$ cat src/rtl/lift_ctrl_nflr_pkg.sv
// Shared definitions for the N-floor lift controller.
//   state_e     : controller FSM encoding (door open / idle / moving)
//   timer_width : width of the shared dwell/travel down-counter
//   params_ok   : legal parameter range check used by the top level
package lift_ctrl_nflr_pkg;

  typedef enum logic [1:0] {
    StOpen = 2'd0,
    StIdle = 2'd1,
    StMove = 2'd2
  } state_e;

  // Counter must hold the larger of the two reload values.
  function automatic int unsigned timer_width(input int unsigned door_cyc,
                                              input int unsigned travel_cyc);
    int unsigned max_cyc;
    max_cyc = (door_cyc > travel_cyc) ? door_cyc : travel_cyc;
    return $clog2(max_cyc + 1);
  endfunction

  function automatic bit params_ok(input int unsigned num_flr,
                                   input int unsigned door_cyc,
                                   input int unsigned travel_cyc);
    return (num_flr >= 2) && (door_cyc >= 1) && (travel_cyc >= 1);
  endfunction

endpackage

$ cat src/rtl/lift_ctrl_nflr_if.sv
// Call-button / actuator bundle of the lift controller.
//   master : call-button front end (drives requests and door obstruction)
//   slave  : lift controller (drives floor, door, motor, direction, pending masks)
interface lift_ctrl_nflr_if #(
  parameter int unsigned NUM_FLR = 8
) ();
  localparam int unsigned FlrW = $clog2(NUM_FLR);

  logic [NUM_FLR-1:0] car_req;
  logic [NUM_FLR-1:0] hall_up_req;
  logic [NUM_FLR-1:0] hall_dn_req;
  logic               door_obst;
  logic [FlrW-1:0]    cur_flr;
  logic               door;
  logic               mov_up;
  logic               mov_dn;
  logic               dir_up;
  logic [NUM_FLR-1:0] pend_car;
  logic [NUM_FLR-1:0] pend_up;
  logic [NUM_FLR-1:0] pend_dn;

  modport master (
    output car_req, hall_up_req, hall_dn_req, door_obst,
    input  cur_flr, door, mov_up, mov_dn, dir_up, pend_car, pend_up, pend_dn
  );

  modport slave (
    input  car_req, hall_up_req, hall_dn_req, door_obst,
    output cur_flr, door, mov_up, mov_dn, dir_up, pend_car, pend_up, pend_dn
  );

endinterface

$ cat src/rtl/lift_ctrl_nflr_req_reg.sv
// Pending-call register for one request class (car, hall up or hall down).
//   clk, reset : clock, synchronous active-high reset
//   req        : raw call buttons, one per floor; bits outside VALID are dropped
//   clr        : served-call clear mask; clear wins over a same-cycle set
//   flr        : floor the reductions are evaluated for
//   pend       : latched pending calls
//   above      : some pending call strictly above flr
//   below      : some pending call strictly below flr
//   at         : pending call at flr
//   req_at     : masked raw request at flr this cycle
module lift_ctrl_nflr_req_reg #(
  parameter int unsigned        NUM_FLR = 8,
  parameter logic [NUM_FLR-1:0] VALID   = '1
) (
  input  logic                       clk,
  input  logic                       reset,
  input  logic [NUM_FLR-1:0]         req,
  input  logic [NUM_FLR-1:0]         clr,
  input  logic [$clog2(NUM_FLR)-1:0] flr,
  output logic [NUM_FLR-1:0]         pend,
  output logic                       above,
  output logic                       below,
  output logic                       at,
  output logic                       req_at
);
  localparam int unsigned FlrW = $clog2(NUM_FLR);

  logic [NUM_FLR-1:0] req_m;
  logic [NUM_FLR-1:0] pend_d;
  logic [NUM_FLR-1:0] pend_q;

  assign req_m  = req & VALID;
  assign pend_d = (pend_q | req_m) & ~clr;

  always_ff @(posedge clk) begin
    if (reset) begin
      pend_q <= '0;
    end else begin
      pend_q <= pend_d;
    end
  end

  always_comb begin
    above = 1'b0;
    below = 1'b0;
    for (int i = 0; i < NUM_FLR; i++) begin
      if (FlrW'(i) > flr) above = above | pend_q[i];
      if (FlrW'(i) < flr) below = below | pend_q[i];
    end
  end

  assign at     = pend_q[flr];
  assign req_at = req_m[flr];
  assign pend   = pend_q;

endmodule

$ cat src/rtl/lift_ctrl_nflr.sv
// N-floor collective-selective lift controller.
//   clk   : system clock, rising edge
//   reset : synchronous active-high reset; also homes the car to floor 0 mid-move
//   bus   : slave side of lift_ctrl_nflr_if (call buttons in; floor, door, motor,
//           direction and pending call masks out)
// One down-counter is shared between door dwell (StOpen) and per-floor travel (StMove).
module lift_ctrl_nflr
  import lift_ctrl_nflr_pkg::*;
#(
  parameter int unsigned NUM_FLR    = 8,
  parameter int unsigned DOOR_CYC   = 16,
  parameter int unsigned TRAVEL_CYC = 32
) (
  input logic             clk,
  input logic             reset,
  lift_ctrl_nflr_if.slave bus
);
  localparam int unsigned       FlrW     = $clog2(NUM_FLR);
  localparam int unsigned       TmrW     = timer_width(DOOR_CYC, TRAVEL_CYC);
  localparam logic [TmrW-1:0]   DoorLd   = TmrW'(DOOR_CYC);
  localparam logic [TmrW-1:0]   TravelLd = TmrW'(TRAVEL_CYC);
  localparam logic [FlrW-1:0]   TopFlr   = FlrW'(NUM_FLR - 1);
  localparam logic [NUM_FLR-1:0] UpValid = {1'b0, {(NUM_FLR-1){1'b1}}};
  localparam logic [NUM_FLR-1:0] DnValid = {{(NUM_FLR-1){1'b1}}, 1'b0};

  state_e          state_q, state_d;
  logic [TmrW-1:0] tmr_q, tmr_d;
  logic [FlrW-1:0] flr_q, flr_d;
  logic            dir_up_q, dir_up_d;

  logic [FlrW-1:0] step_flr;
  logic [FlrW-1:0] eval_flr;

  logic [NUM_FLR-1:0] clr_car, clr_up, clr_dn;
  logic car_above, car_below, car_at, car_req_at;
  logic up_above, up_below, up_at, up_req_at;
  logic dn_above, dn_below, dn_at, dn_req_at;
  logic above_any, below_any, ahead, behind, here, req_here;

  // Neighbouring floor in the travel direction, pinned at the shaft ends.
  always_comb begin
    step_flr = flr_q;
    if (dir_up_q) begin
      if (flr_q != TopFlr) step_flr = flr_q + FlrW'(1);
    end else begin
      if (flr_q != '0) step_flr = flr_q - FlrW'(1);
    end
  end

  // While moving, decisions are taken for the floor about to be reached so the
  // stop/continue choice lands on the same edge as the floor change.
  assign eval_flr = (state_q == StMove) ? step_flr : flr_q;

  lift_ctrl_nflr_req_reg #(
    .NUM_FLR (NUM_FLR),
    .VALID   ('1)
  ) u_car (
    .clk    (clk),
    .reset  (reset),
    .req    (bus.car_req),
    .clr    (clr_car),
    .flr    (eval_flr),
    .pend   (bus.pend_car),
    .above  (car_above),
    .below  (car_below),
    .at     (car_at),
    .req_at (car_req_at)
  );

  lift_ctrl_nflr_req_reg #(
    .NUM_FLR (NUM_FLR),
    .VALID   (UpValid)
  ) u_up (
    .clk    (clk),
    .reset  (reset),
    .req    (bus.hall_up_req),
    .clr    (clr_up),
    .flr    (eval_flr),
    .pend   (bus.pend_up),
    .above  (up_above),
    .below  (up_below),
    .at     (up_at),
    .req_at (up_req_at)
  );

  lift_ctrl_nflr_req_reg #(
    .NUM_FLR (NUM_FLR),
    .VALID   (DnValid)
  ) u_dn (
    .clk    (clk),
    .reset  (reset),
    .req    (bus.hall_dn_req),
    .clr    (clr_dn),
    .flr    (eval_flr),
    .pend   (bus.pend_dn),
    .above  (dn_above),
    .below  (dn_below),
    .at     (dn_at),
    .req_at (dn_req_at)
  );

  assign above_any = car_above | up_above | dn_above;
  assign below_any = car_below | up_below | dn_below;
  assign ahead     = dir_up_q ? above_any : below_any;
  assign behind    = dir_up_q ? below_any : above_any;
  // A hall call against the travel direction is served only when nothing lies ahead.
  assign here      = car_at | (dir_up_q ? up_at : dn_at) | (~ahead & (up_at | dn_at));
  assign req_here  = car_req_at | (dir_up_q ? up_req_at : dn_req_at) |
                     (~ahead & (up_req_at | dn_req_at));

  // State register.
  always_ff @(posedge clk) begin
    if (reset) begin
      state_q  <= StOpen;
      tmr_q    <= DoorLd;
      flr_q    <= '0;
      dir_up_q <= 1'b1;
    end else begin
      state_q  <= state_d;
      tmr_q    <= tmr_d;
      flr_q    <= flr_d;
      dir_up_q <= dir_up_d;
    end
  end

  // Out-of-range parameters are reported while reset is held.
  always_ff @(posedge clk) begin
    if (reset) begin
      assert (params_ok(NUM_FLR, DOOR_CYC, TRAVEL_CYC))
        else $error("lift_ctrl_nflr: need NUM_FLR>=2, DOOR_CYC>=1, TRAVEL_CYC>=1");
    end
  end

  // Next-state logic. The counter expiring at 1 gives exactly DOOR_CYC / TRAVEL_CYC
  // cycles per reload.
  always_comb begin
    state_d  = state_q;
    tmr_d    = tmr_q;
    flr_d    = flr_q;
    dir_up_d = dir_up_q;
    unique case (state_q)
      StOpen: begin
        if (bus.door_obst || req_here) begin
          tmr_d = DoorLd;
        end else if (tmr_q > TmrW'(1)) begin
          tmr_d = tmr_q - TmrW'(1);
        end else begin
          state_d = StIdle;
          tmr_d   = '0;
        end
      end
      StIdle: begin
        if (here) begin
          state_d = StOpen;
          tmr_d   = DoorLd;
        end else if (ahead) begin
          state_d = StMove;
          tmr_d   = TravelLd;
        end else if (behind) begin
          dir_up_d = ~dir_up_q;
          state_d  = StMove;
          tmr_d    = TravelLd;
        end
      end
      StMove: begin
        if (tmr_q > TmrW'(1)) begin
          tmr_d = tmr_q - TmrW'(1);
        end else begin
          flr_d = step_flr;
          if (here || !ahead) begin
            state_d = StOpen;
            tmr_d   = DoorLd;
          end else begin
            tmr_d = TravelLd;
          end
        end
      end
      default: begin
        state_d = StOpen;
        tmr_d   = DoorLd;
      end
    endcase
  end

  // Calls at the floor are cleared on every edge that leaves the door open,
  // including the arrival / door-opening edge itself.
  always_comb begin
    clr_car = '0;
    clr_up  = '0;
    clr_dn  = '0;
    if (state_d == StOpen) begin
      clr_car[eval_flr] = 1'b1;
      if (dir_up_q || !ahead)  clr_up[eval_flr] = 1'b1;
      if (!dir_up_q || !ahead) clr_dn[eval_flr] = 1'b1;
    end
  end

  // Outputs.
  always_comb begin
    bus.cur_flr = flr_q;
    bus.door    = (state_q == StOpen);
    bus.mov_up  = (state_q == StMove) && dir_up_q;
    bus.mov_dn  = (state_q == StMove) && !dir_up_q;
    bus.dir_up  = dir_up_q;
  end

endmodule

$ cat src/flat_wrapper.sv
// flat-port wrapper written by rule: the top's interface ports become plain ports
module lift_ctrl_nflr_flat import lift_ctrl_nflr_pkg::*;
#(
  parameter int unsigned NUM_FLR    = 8,
  parameter int unsigned DOOR_CYC   = 16,
  parameter int unsigned TRAVEL_CYC = 32
)
  (clk, reset, bus_car_req, bus_hall_up_req, bus_hall_dn_req, bus_door_obst, bus_cur_flr, bus_door, bus_mov_up, bus_mov_dn, bus_dir_up, bus_pend_car, bus_pend_up, bus_pend_dn);
  lift_ctrl_nflr_if #(.NUM_FLR(NUM_FLR)) bus_i ();
  input logic clk;
  input logic reset;
  input wire logic [$bits(bus_i.car_req)-1:0] bus_car_req;
  input wire logic [$bits(bus_i.hall_up_req)-1:0] bus_hall_up_req;
  input wire logic [$bits(bus_i.hall_dn_req)-1:0] bus_hall_dn_req;
  input wire logic [$bits(bus_i.door_obst)-1:0] bus_door_obst;
  output wire logic [$bits(bus_i.cur_flr)-1:0] bus_cur_flr;
  output wire logic [$bits(bus_i.door)-1:0] bus_door;
  output wire logic [$bits(bus_i.mov_up)-1:0] bus_mov_up;
  output wire logic [$bits(bus_i.mov_dn)-1:0] bus_mov_dn;
  output wire logic [$bits(bus_i.dir_up)-1:0] bus_dir_up;
  output wire logic [$bits(bus_i.pend_car)-1:0] bus_pend_car;
  output wire logic [$bits(bus_i.pend_up)-1:0] bus_pend_up;
  output wire logic [$bits(bus_i.pend_dn)-1:0] bus_pend_dn;
  assign bus_i.car_req = bus_car_req;
  assign bus_i.hall_up_req = bus_hall_up_req;
  assign bus_i.hall_dn_req = bus_hall_dn_req;
  assign bus_i.door_obst = bus_door_obst;
  assign bus_cur_flr = bus_i.cur_flr;
  assign bus_door = bus_i.door;
  assign bus_mov_up = bus_i.mov_up;
  assign bus_mov_dn = bus_i.mov_dn;
  assign bus_dir_up = bus_i.dir_up;
  assign bus_pend_car = bus_i.pend_car;
  assign bus_pend_up = bus_i.pend_up;
  assign bus_pend_dn = bus_i.pend_dn;
  lift_ctrl_nflr #(.NUM_FLR(NUM_FLR), .DOOR_CYC(DOOR_CYC), .TRAVEL_CYC(TRAVEL_CYC)) u_core (.clk(clk), .reset(reset), .bus(bus_i));
endmodule
$ cat config.mk
export PLATFORM = sky130hd
export DESIGN_NAME = lift_ctrl_nflr_flat
export DESIGN_NICKNAME = d
export VERILOG_FILES = /design/src/rtl/lift_ctrl_nflr_pkg.sv /design/src/rtl/lift_ctrl_nflr_if.sv /design/src/rtl/lift_ctrl_nflr_req_reg.sv /design/src/rtl/lift_ctrl_nflr.sv /design/src/flat_wrapper.sv
export SDC_FILE = /design/constraint.sdc
export NUM_CORES = 1
export LEC_CHECK = 0
export BUFFER_PORTS_ARGS = -buffer_cell sky130_fd_sc_hd__clkbuf_2
export CORE_UTILIZATION = 46
export DETAILED_ROUTE_END_ITERATION = 7
export HOLD_SLACK_MARGIN = 0.03
export PLACE_DENSITY = 0.69
export SYNTH_ARGS = -nofsm -noshare
export SYNTH_HDL_FRONTEND = slang
export SYNTH_HIERARCHICAL = 1
export SYNTH_SLANG_ARGS = --single-unit
$ cat constraint.sdc
create_clock -name clk -period 7.95 [get_ports clk]
set_input_delay 0 -clock clk [delete_from_list [all_inputs] [get_ports clk]]
set_output_delay 0 -clock clk [all_outputs]
set_load 0.1 [all_outputs]
==> run summary <==
Max capacitance violation total: 0
Pwr Density: 143.1 nW/um2
Hold Vio Cnt, Final: 0
Flops & latches, synth: 36
ANT nets after route: 0
Die Y-Extent: 79.02 um
Largest net degree at the start of global routing: 38
Syn Nets: 362
Synth area leaders: dfxtp_1 (26%), nor2_1 (9.5%), nor3_1 (5.9%)
Post-Syn Area: 2729 um2
RSZ-0062 raised after global routing: no
Worst hold margin: 0.2150 ns
Worst EP arrival: 5.04 ns
Async set-reset flop share out of synthesis: 0%
Post-Synth XOR/XNOR Area: 0.6419%
Fin Setup TNS: 0 ns
Post-route DRC: 0
Crit. End Element: flop
Row Count: 27
Initial core utilization: 48.66%
Synthesized area per cell: 8.294 um2
Vias in the first global route: 2547
# H-tree levels: 2
Clock-pin slew on the worst setup and hold paths: 0.07 ns
Post-place setup slack: 3.138 ns
CTS tree: done
Static leakage: 1.347 nW
Gr usage total: 25.08%
Status: finished clean
First-pass GRT wire length: 12310 um
Crit Path Category: flop to flop
Final setup violating endpoints: 0
Cell with the most instances after synthesis: nor2_1
Fillers: 551
Min Tclk post-route: 4.823 ns
Initial antenna violation count: 0
Clk_skew: 0.004602 ns
Synth cell types: 63
Post-Synth Simple-Gate Area: 28.01%
CP Max Fanout: 30
Clk Latency, worst-skew pair: 0.29 ns
Compound-Gate Fraction of Synth Area: 24.16%
Hold Buf Count CTS: 22
CTS Buf Count: 5
Die ar.: 6244 um2
Placer Congestion: 0.8036
Post-synth top area share: 26.41%
CTS root buf: clkbuf_8
I/O pins: 58
GRT overflow: 0
Hold Crit Class: primary input to flop
DPL Wire Length: 5097 um
Max IR drop VDD: 0.00009974 V
Fmax achieved: 207.3 MHz
Syn Inst Count: 329
Post-Synth Adder-Cell Area: 2.751%
Setup ws final: 3.127 ns
Worst slew margin: 50.06%
Post-synthesis sequential area ratio: 26.41%
Wire per inst: 16.02 um
Startpoint Class: flop
Post_cts resized: 0
Bufs on Longest Clock Path: 2
Synth-to-Final Area Change: 23.93%
WL final: 7560 um
CP required: 8.17 ns
Mux contribution to synthesized area: 12.47%
Drt first pass iters: 6
Layout cells sized above 1: 26.25%
Ant diodes: 0
Power Total: 0.0004839 W
R2R Setup Slk: 3.13 ns
Crit share post-route: 60.67%
Clock sink total: 36
DR iter-0 viols: 187
Core area: 5608 um2
Synth Flop Type: dfxtp_1
Number of synthesized flops with an enable pin: 0
Setup repair bufs after CTS: 0
Synth warn: 6
Worst-Margin Slew: 0.7491 ns
Via count: 2805
Vias per cell: 5.943
Port bufs: 55
Top post-synthesis cells by count: nor2_1 (69), dfxtp_1 (36), nor3_1 (32)
Area leader, netlist: dfxtp_1
Chip width: 79.02 um
Final net count: 432
Largest family of logic cells by synthesized area: simple AND/OR/NAND/NOR gates
Max-slew violations: 0
where the power goes:
part / switching (W) / internal (W)
clock network: 0.0000692 / 0.000111
logic: 0.0000759 / 0.0000290
registers: 0.0000110 / 0.000188
total: 0.000156 / 0.000328
cell families after synthesis:
family | count (synthesis)
AND/OR/NAND/NOR | 152
AO/OA/AOI/OAI | 82
flip-flops | 36
buffers and inverters | 32
multiplexers | 19
adder cells (fa/ha/maj) | 6
XOR/XNOR | 2
metal layers:
layer	track usage (%)	share of wire, %	vias to the layer above
li1	-	-	1347
met1	33.67	45	1328
met2	41.03	47	121
met3	3.908	6.8	9
met4	8.000	1.3	0
met5	0	0	-
stage by stage:
step | util [%] | cells | instance area, um2
after floorplan | - | 329 | 2729
after global placement | 54.13 | 442 | 3035
after detailed placement | 54.13 | 442 | 3035
after CTS | 60.31 | 472 | 3382
after global routing | 60.31 | 472 | 3382
final | 60.31 | 472 | 3382
worst paths after layout:
path,start,to,cells past startpoint
max reg2reg,u_core/bus.cur_flr[0]$_SDFFE_PP0P_,u_core/u_up/pend[1]$_SDFF_PP0_,15
max,u_core/bus.cur_flr[0]$_SDFFE_PP0P_,u_core/u_up/pend[1]$_SDFF_PP0_,15
min reg2reg,u_core/tmr_q[1]$_SDFFE_PP0P_,u_core/tmr_q[1]$_SDFFE_PP0P_,1
min,bus_door_obst,u_core/state_q[0]$_SDFF_PP0_,5
worst max-delay path: stages, from the launching register on:
cell and delay (ns):
dfxtp_1 0.53, inv_1 0.22, ha_1 0.27, ha_1 0.20, nor2b_1 0.18, or3_1 0.49, xnor2_2 0.16, buf_4 0.34
mux4_2 0.56, mux2_2 0.29, a211o_1 0.30, a211oi_4 0.34, o2bb2ai_1 0.30, o21bai_1 0.29, nor2_1 0.09, nor3_1 0.17
placed cells by master (no fill, tap or decap), types with 5 or more instances in the layout:
master and instances:
dlygate4sd3_1 22, nor2_1 68, inv_1 14, clkbuf_8 7, a21oi_1 14, mux4_2 6, a21o_1 5, o21ai_0 5
o21ai_1 5, nor2b_1 7, nor3_1 32, dfxtp_1 36, clkbuf_2 55, nand2_1 13, ha_1 6
final cells by class:
type	instances	area [um2]	share of cell area (%)
timing repair buffer	80	518.0	15.32
clock buffer	7	96.34	2.849
tap	72	90.09	2.664
sequential	36	720.7	21.31
multi-input combinational	261	1871	55.31
clock inverter	1	30.03	0.8879
inverter	15	56.30	1.665
registers in the layout (all words and copies together), names as in the netlist:
signal              count
u_core/u_up/pend        8
u_core/bus.dir_up       1
u_core/u_dn/pend        8
u_core/u_car/pend       8
u_core/state_q          2
u_core/bus.cur_flr      3
u_core/tmr_q            6
No activity file was read; power rests on OpenSTA's default activity.
